$ cat src/rtl/uart_rx_ctrl.sv
// rtl/uart_rx_ctrl.sv - UART receive frame controller: start/data/parity/stop, LSB-first deserializer
// Define UART_RX_BREAK_DET_EN to add the brk_det output and line-break handling.
module uart_rx_ctrl #(
    parameter int DATA_WIDTH = 8,
    parameter int PRESCALE   = 16
) (
    input  logic                  clk,
    input  logic                  rst,
    input  logic                  RX_IN,
    input  logic                  PAR_EN,
    input  logic                  PAR_TYP,
    input  logic                  sampled_bit,
    output logic                  dat_samp_en,
    output logic [3:0]            edge_cnt,
    output logic [DATA_WIDTH-1:0] P_DATA,
    output logic                  data_valid,
    output logic                  par_err,
    output logic                  stp_err
`ifdef UART_RX_BREAK_DET_EN
    ,
    output logic                  brk_det
`endif
);

    localparam logic [3:0] EDGE_LAST = 4'(PRESCALE - 1);
    localparam logic [3:0] EDGE_CAPT = 4'd9;
    localparam logic [2:0] BIT_LAST  = 3'(DATA_WIDTH - 1);

    typedef enum logic [2:0] {
        IDLE,
        START,
        DATA,
        PARITY,
        STOP
`ifdef UART_RX_BREAK_DET_EN
        ,
        BREAK
`endif
    } state_t;

    state_t                state, state_nx;
    logic [3:0]            edge_nx;
    logic [2:0]            bit_cnt, bit_nx;
    logic [DATA_WIDTH-1:0] shift, shift_nx, pdata_nx;
    logic                  par_en_q, par_en_nx, par_typ_q, par_typ_nx;
    logic                  perr_q, perr_nx;
    logic                  dv_nx, pe_nx, se_nx;
    logic                  wrap, capture, serr;
`ifdef UART_RX_BREAK_DET_EN
    logic                  par_bit_q, par_bit_nx, brk_nx;
`endif

    always_comb begin
        state_nx   = state;
        edge_nx    = edge_cnt;
        bit_nx     = bit_cnt;
        shift_nx   = shift;
        par_en_nx  = par_en_q;
        par_typ_nx = par_typ_q;
        perr_nx    = perr_q;
        pdata_nx   = P_DATA;
        dv_nx      = 1'b0;
        pe_nx      = 1'b0;
        se_nx      = 1'b0;
        serr       = 1'b0;
`ifdef UART_RX_BREAK_DET_EN
        par_bit_nx = par_bit_q;
        brk_nx     = 1'b0;
`endif
        wrap       = (edge_cnt == EDGE_LAST);
        capture    = (edge_cnt == EDGE_CAPT);

        if (state != IDLE) begin
            edge_nx = wrap ? 4'd0 : edge_cnt + 4'd1;
        end

        case (state)
            IDLE: begin
                edge_nx = 4'd0;
                if (!RX_IN) begin
                    state_nx   = START;
                    par_en_nx  = PAR_EN;
                    par_typ_nx = PAR_TYP;
                    perr_nx    = 1'b0;
`ifdef UART_RX_BREAK_DET_EN
                    par_bit_nx = 1'b0;
`endif
                end
            end
            START: begin
                if (capture && sampled_bit) begin
                    state_nx = IDLE;
                    edge_nx  = 4'd0;
                end else if (wrap) begin
                    state_nx = DATA;
                    bit_nx   = 3'd0;
                end
            end
            DATA: begin
                if (capture) begin
                    shift_nx = {sampled_bit, shift[DATA_WIDTH-1:1]};
                end
                if (wrap) begin
                    if (bit_cnt == BIT_LAST) begin
                        state_nx = par_en_q ? PARITY : STOP;
                    end else begin
                        bit_nx = bit_cnt + 3'd1;
                    end
                end
            end
            PARITY: begin
                if (capture) begin
                    perr_nx = (^shift) ^ par_typ_q ^ sampled_bit;
`ifdef UART_RX_BREAK_DET_EN
                    par_bit_nx = sampled_bit;
`endif
                end
                if (wrap) begin
                    state_nx = STOP;
                end
            end
            STOP: begin
                // Leave at the stop-bit capture so a start edge right after it is not missed.
                if (capture) begin
                    state_nx = IDLE;
                    edge_nx  = 4'd0;
                    serr     = ~sampled_bit;
`ifdef UART_RX_BREAK_DET_EN
                    if ((shift == '0) && !par_bit_q && !sampled_bit) begin
                        state_nx = BREAK;
                        edge_nx  = edge_cnt + 4'd1;
                        brk_nx   = 1'b1;
                    end else
`endif
                    begin
                        dv_nx    = ~perr_q & ~serr;
                        pe_nx    = perr_q;
                        se_nx    = serr;
                        pdata_nx = (~perr_q & ~serr) ? shift : P_DATA;
                    end
                end
            end
`ifdef UART_RX_BREAK_DET_EN
            BREAK: begin
                if (capture && RX_IN) begin
                    state_nx = IDLE;
                    edge_nx  = 4'd0;
                end
            end
`endif
            default: begin
                state_nx = IDLE;
                edge_nx  = 4'd0;
            end
        endcase
    end

    always_ff @(posedge clk or negedge rst) begin
        if (!rst) begin
            state       <= IDLE;
            edge_cnt    <= 4'd0;
            bit_cnt     <= 3'd0;
            shift       <= '0;
            par_en_q    <= 1'b0;
            par_typ_q   <= 1'b0;
            perr_q      <= 1'b0;
            dat_samp_en <= 1'b0;
            P_DATA      <= '0;
            data_valid  <= 1'b0;
            par_err     <= 1'b0;
            stp_err     <= 1'b0;
`ifdef UART_RX_BREAK_DET_EN
            par_bit_q   <= 1'b0;
            brk_det     <= 1'b0;
`endif
        end else begin
            state       <= state_nx;
            edge_cnt    <= edge_nx;
            bit_cnt     <= bit_nx;
            shift       <= shift_nx;
            par_en_q    <= par_en_nx;
            par_typ_q   <= par_typ_nx;
            perr_q      <= perr_nx;
            dat_samp_en <= (state_nx != IDLE);
            P_DATA      <= pdata_nx;
            data_valid  <= dv_nx;
            par_err     <= pe_nx;
            stp_err     <= se_nx;
`ifdef UART_RX_BREAK_DET_EN
            par_bit_q   <= par_bit_nx;
            brk_det     <= brk_nx;
`endif
        end
    end

endmodule

$ cat config.mk
export PLATFORM = sky130hd
export DESIGN_NAME = uart_rx_ctrl
export DESIGN_NICKNAME = d
export VERILOG_FILES = /design/src/rtl/uart_rx_ctrl.sv
export SDC_FILE = /design/constraint.sdc
export NUM_CORES = 1
export LEC_CHECK = 0
export CAP_MARGIN = 30
export CORE_MARGIN = 2
export CORE_UTILIZATION = 35
export CTS_BUF_LIST = sky130_fd_sc_hd__clkbuf_2 sky130_fd_sc_hd__clkbuf_4 sky130_fd_sc_hd__clkbuf_8
export DETAILED_ROUTE_END_ITERATION = 6
export PLACE_DENSITY_LB_ADDON = 0.3
export SLEW_MARGIN = 40
export SYNTH_ARGS = -nofsm -noshare
export SYNTH_HDL_FRONTEND = slang
export SYNTH_SLANG_ARGS = --single-unit
$ cat constraint.sdc
create_clock -name clk -period 1.9 [get_ports clk]
set_input_delay 0.475 -clock clk [delete_from_list [all_inputs] [get_ports clk]]
set_output_delay 0.475 -clock clk [all_outputs]
set_load 0.02 [all_outputs]
==> impl_metrics.tcl <==
set metrics [dict create \
    status "completed" \
    grt_pass1_wl_mm 4.912 \
    boundaryPins 22 \
    worstHoldStart "P_DATA[7]" \
    wl_per_cell_um 13.97 \
    tns_ps 0 \
    synth_seq_cells 33 \
    critPathMaxStageDelay_ps 600 \
    syn_area_mm2 0.001499 \
    slew_headroom 0.6915 \
    path_clk_slew_ps 70 \
    cp-start-kind "flip-flop" \
    clk_latency_ps 280 \
    drv_cap 0 \
    worstSetupEndpointType "primary output" \
    fin_hold_ws_ps 507.6 \
    start_util 0.3694 \
    syn_inst 117 \
    grt_antenna_before_repair 0 \
    worst_clock_skew_ps 3.563 \
    seq_area_frac_synth 0.5509 \
    yosysTopAreaCell "dfrtp_1" \
    finalHoldViolations 0 \
    layout_setup_ws_ps 59.87 \
    io_buffers 21 \
    grt_max_degree 34 \
    async_flop_share 1.000 \
    ctsResizeCount 0 \
    slew_viol_final 0 \
    grt_usage 0.1261 \
    drt_pass1_iterations 4 \
    overflow 0 \
    cts_hold_buf 0 \
    critPathSlowestCell "clkdlybuf4s50_1" \
    synth.distinct_cells 36 \
    max_freq_mhz 543.4 \
    crit_start "edge_cnt[0]" \
    crit_path_max_fanout 4 \
    die_area_mm2 0.004822 \
    ys.flop_type "dfrtp_1" \
    rsz0062_at_grt "false" \
    synth.top_cell.area_share 0.5509 \
    cts_made_buffers 5 \
    num_vias 976 \
    setup_viol 0 \
    rows 23 \
    dp_hpwl_mm 1.963 \
    synth-edff-count 0 \
    power-per-cell-area_mw_per_mm2 708.8 \
    grt_pass1_vias 1040 \
    cp_data_required_time_ps 1420 \
    synth.avg_cell_area_um2 12.81 \
    cp.arrival_ps 1370 \
    synth_fp_nets 127 \
    htree_levels 2 \
    area_growth_pct 27.30 \
    cts-root-buf "clkbuf_8" \
    yosys_warnings 0 \
    fp.coreArea_mm2 0.004058 \
    globalplace.congestion 0.7524 \
    fin_util 0.4702 \
    antenna_cells 0 \
    synthTopCellsByArea "dfrtp_1, mux2_2, xnor2_1" \
    cts_buffer_depth 2 \
    nets 156 \
    cts_tree "built" \
    drc_errors 0 \
    leakage_nw 0.9279 \
    postCtsSetupBuffers 0 \
    place_ws_ps -24.06 \
    period_needed_ps 1840 \
    cts_sinks 33 \
    drive_above_1_share 0.2449 \
    die_h_um 69.44 \
    tightest_slew_ps 458.6 \
    wirelength_mm 2.752 \
    period_share 0.9685 \
    worstSetupPathType "reg2out" \
    ant_nets 0 \
    drt_iter0_markers 36 \
    hold_path_class "reg2reg" \
    fp.dieW_um 69.44 \
    vias_per_cell 4.954 \
    worstPathCellList "buf_4 -> clkdlybuf4s50_1" \
    peakVddDrop_uv 330.5 \
    worstReg2RegStart "bit_cnt[0]" \
]
through the flow:
| step | total power, mW | cell area [µm²] | cells |
|---|---|---|---|
| finish | 1.352 | 1908 | 197 |
| global route | 1.409 | 1908 | 197 |
| CTS | 1.369 | 1889 | 197 |
| detailed placement | 0.7918 | 1788 | 189 |
| global placement | 0.7910 | 1788 | 189 |
| floorplan | 0.7578 | 1499 | 117 |
worst max-delay path: cells and delay by family (launching register included):
| kind | cells | cell delay (ps) |
|---|---|---|
| buffers and inverters | 2 | 730 |
| flip-flops | 1 | 360 |
layout by cell type, fill, tap and decap left out, drive strengths merged, types with 3 or more instances in the layout:
cell,Yosys,final
nand2,3,3
inv,3,3
or3,3,3
clkdlybuf4s50,0,19
a21oi,3,3
clkbuf,1,7
nor2,5,5
ha,4,4
xnor2,7,7
mux2,19,19
o21ai,4,4
dfrtp,33,33
buf,2,4
power breakdown:
group / switching [mW] / internal (mW)
clock: 0.247 / 0.327
sequential: 0.00744 / 0.710
combinational: 0.0263 / 0.0340
total: 0.281 / 1.07
per-layer routing:
| layer | global-route usage | routed length [µm] | vias to the layer above |
|---|---|---|---|
| met3 | 0.04215 | 99 | 2 |
| met4 | 0.03922 | 11 | 0 |
| li1 | - | - | 475 |
| met5 | 0 | 0 | - |
| met1 | 0.1538 | 1239 | 483 |
| met2 | 0.2105 | 1402 | 16 |
state kept, by name (all words and copies together), names as in the netlist:
register     cells
P_DATA           8
shift            8
edge_cnt         4
bit_cnt          3
state            3
dat_samp_en      1
data_valid       1
par_en_q         1
par_err          1
par_typ_q        1
perr_q           1
stp_err          1
cell type report:
cell class	count	area [µm²]
Clock buffer	7	96.34
Clock inverter	1	5.005
Fill cell	372	2150
Inverter	3	11.26
Multi-Input combinational cell	78	661.9
Sequential cell	33	825.8
Tap cell	50	62.56
Timing Repair Buffer	25	245.2
final timing paths:
kind / cells after the start / slack [ps] / endpoint
worst max-delay path: 2 / 60 / edge_cnt[0]
worst min-delay path: 1 / 510 / P_DATA[7]
worst max register to register: 6 / 100 / bit_cnt[0]
worst min register to register: 1 / 510 / P_DATA[7]
max in group asynchronous: 2 / 990 / perr_q
min in group asynchronous: 2 / 610 / bit_cnt[1]
cells by family after synthesis:
| logic type | after synthesis | synth area share |
|---|---|---|
| flops | 33 | 0.5509 |
| simple gates | 31 | 0.1286 |
| mux | 20 | 0.1494 |
| compound gates | 13 | 0.05342 |
| xor+xnor | 10 | 0.06761 |
| buf+inv | 6 | 0.01669 |
| fa+ha+maj | 4 | 0.03339 |
synthesized netlist by cell type, types with 2 or more instances:
cell / number
o21ai_0: 4
mux2_2: 19
or3_1: 3
dfrtp_1: 33
nor3_1: 2
a31oi_1: 2
nand2_1: 3
a21oi_1: 3
nor2_1: 5
buf_2: 2
xnor2_1: 7
nor2b_1: 2
xor2_1: 2
ha_1: 4
nand4b_1: 2
inv_1: 3
a22o_1: 2
Note: power is estimated with default switching activity, not from simulation.
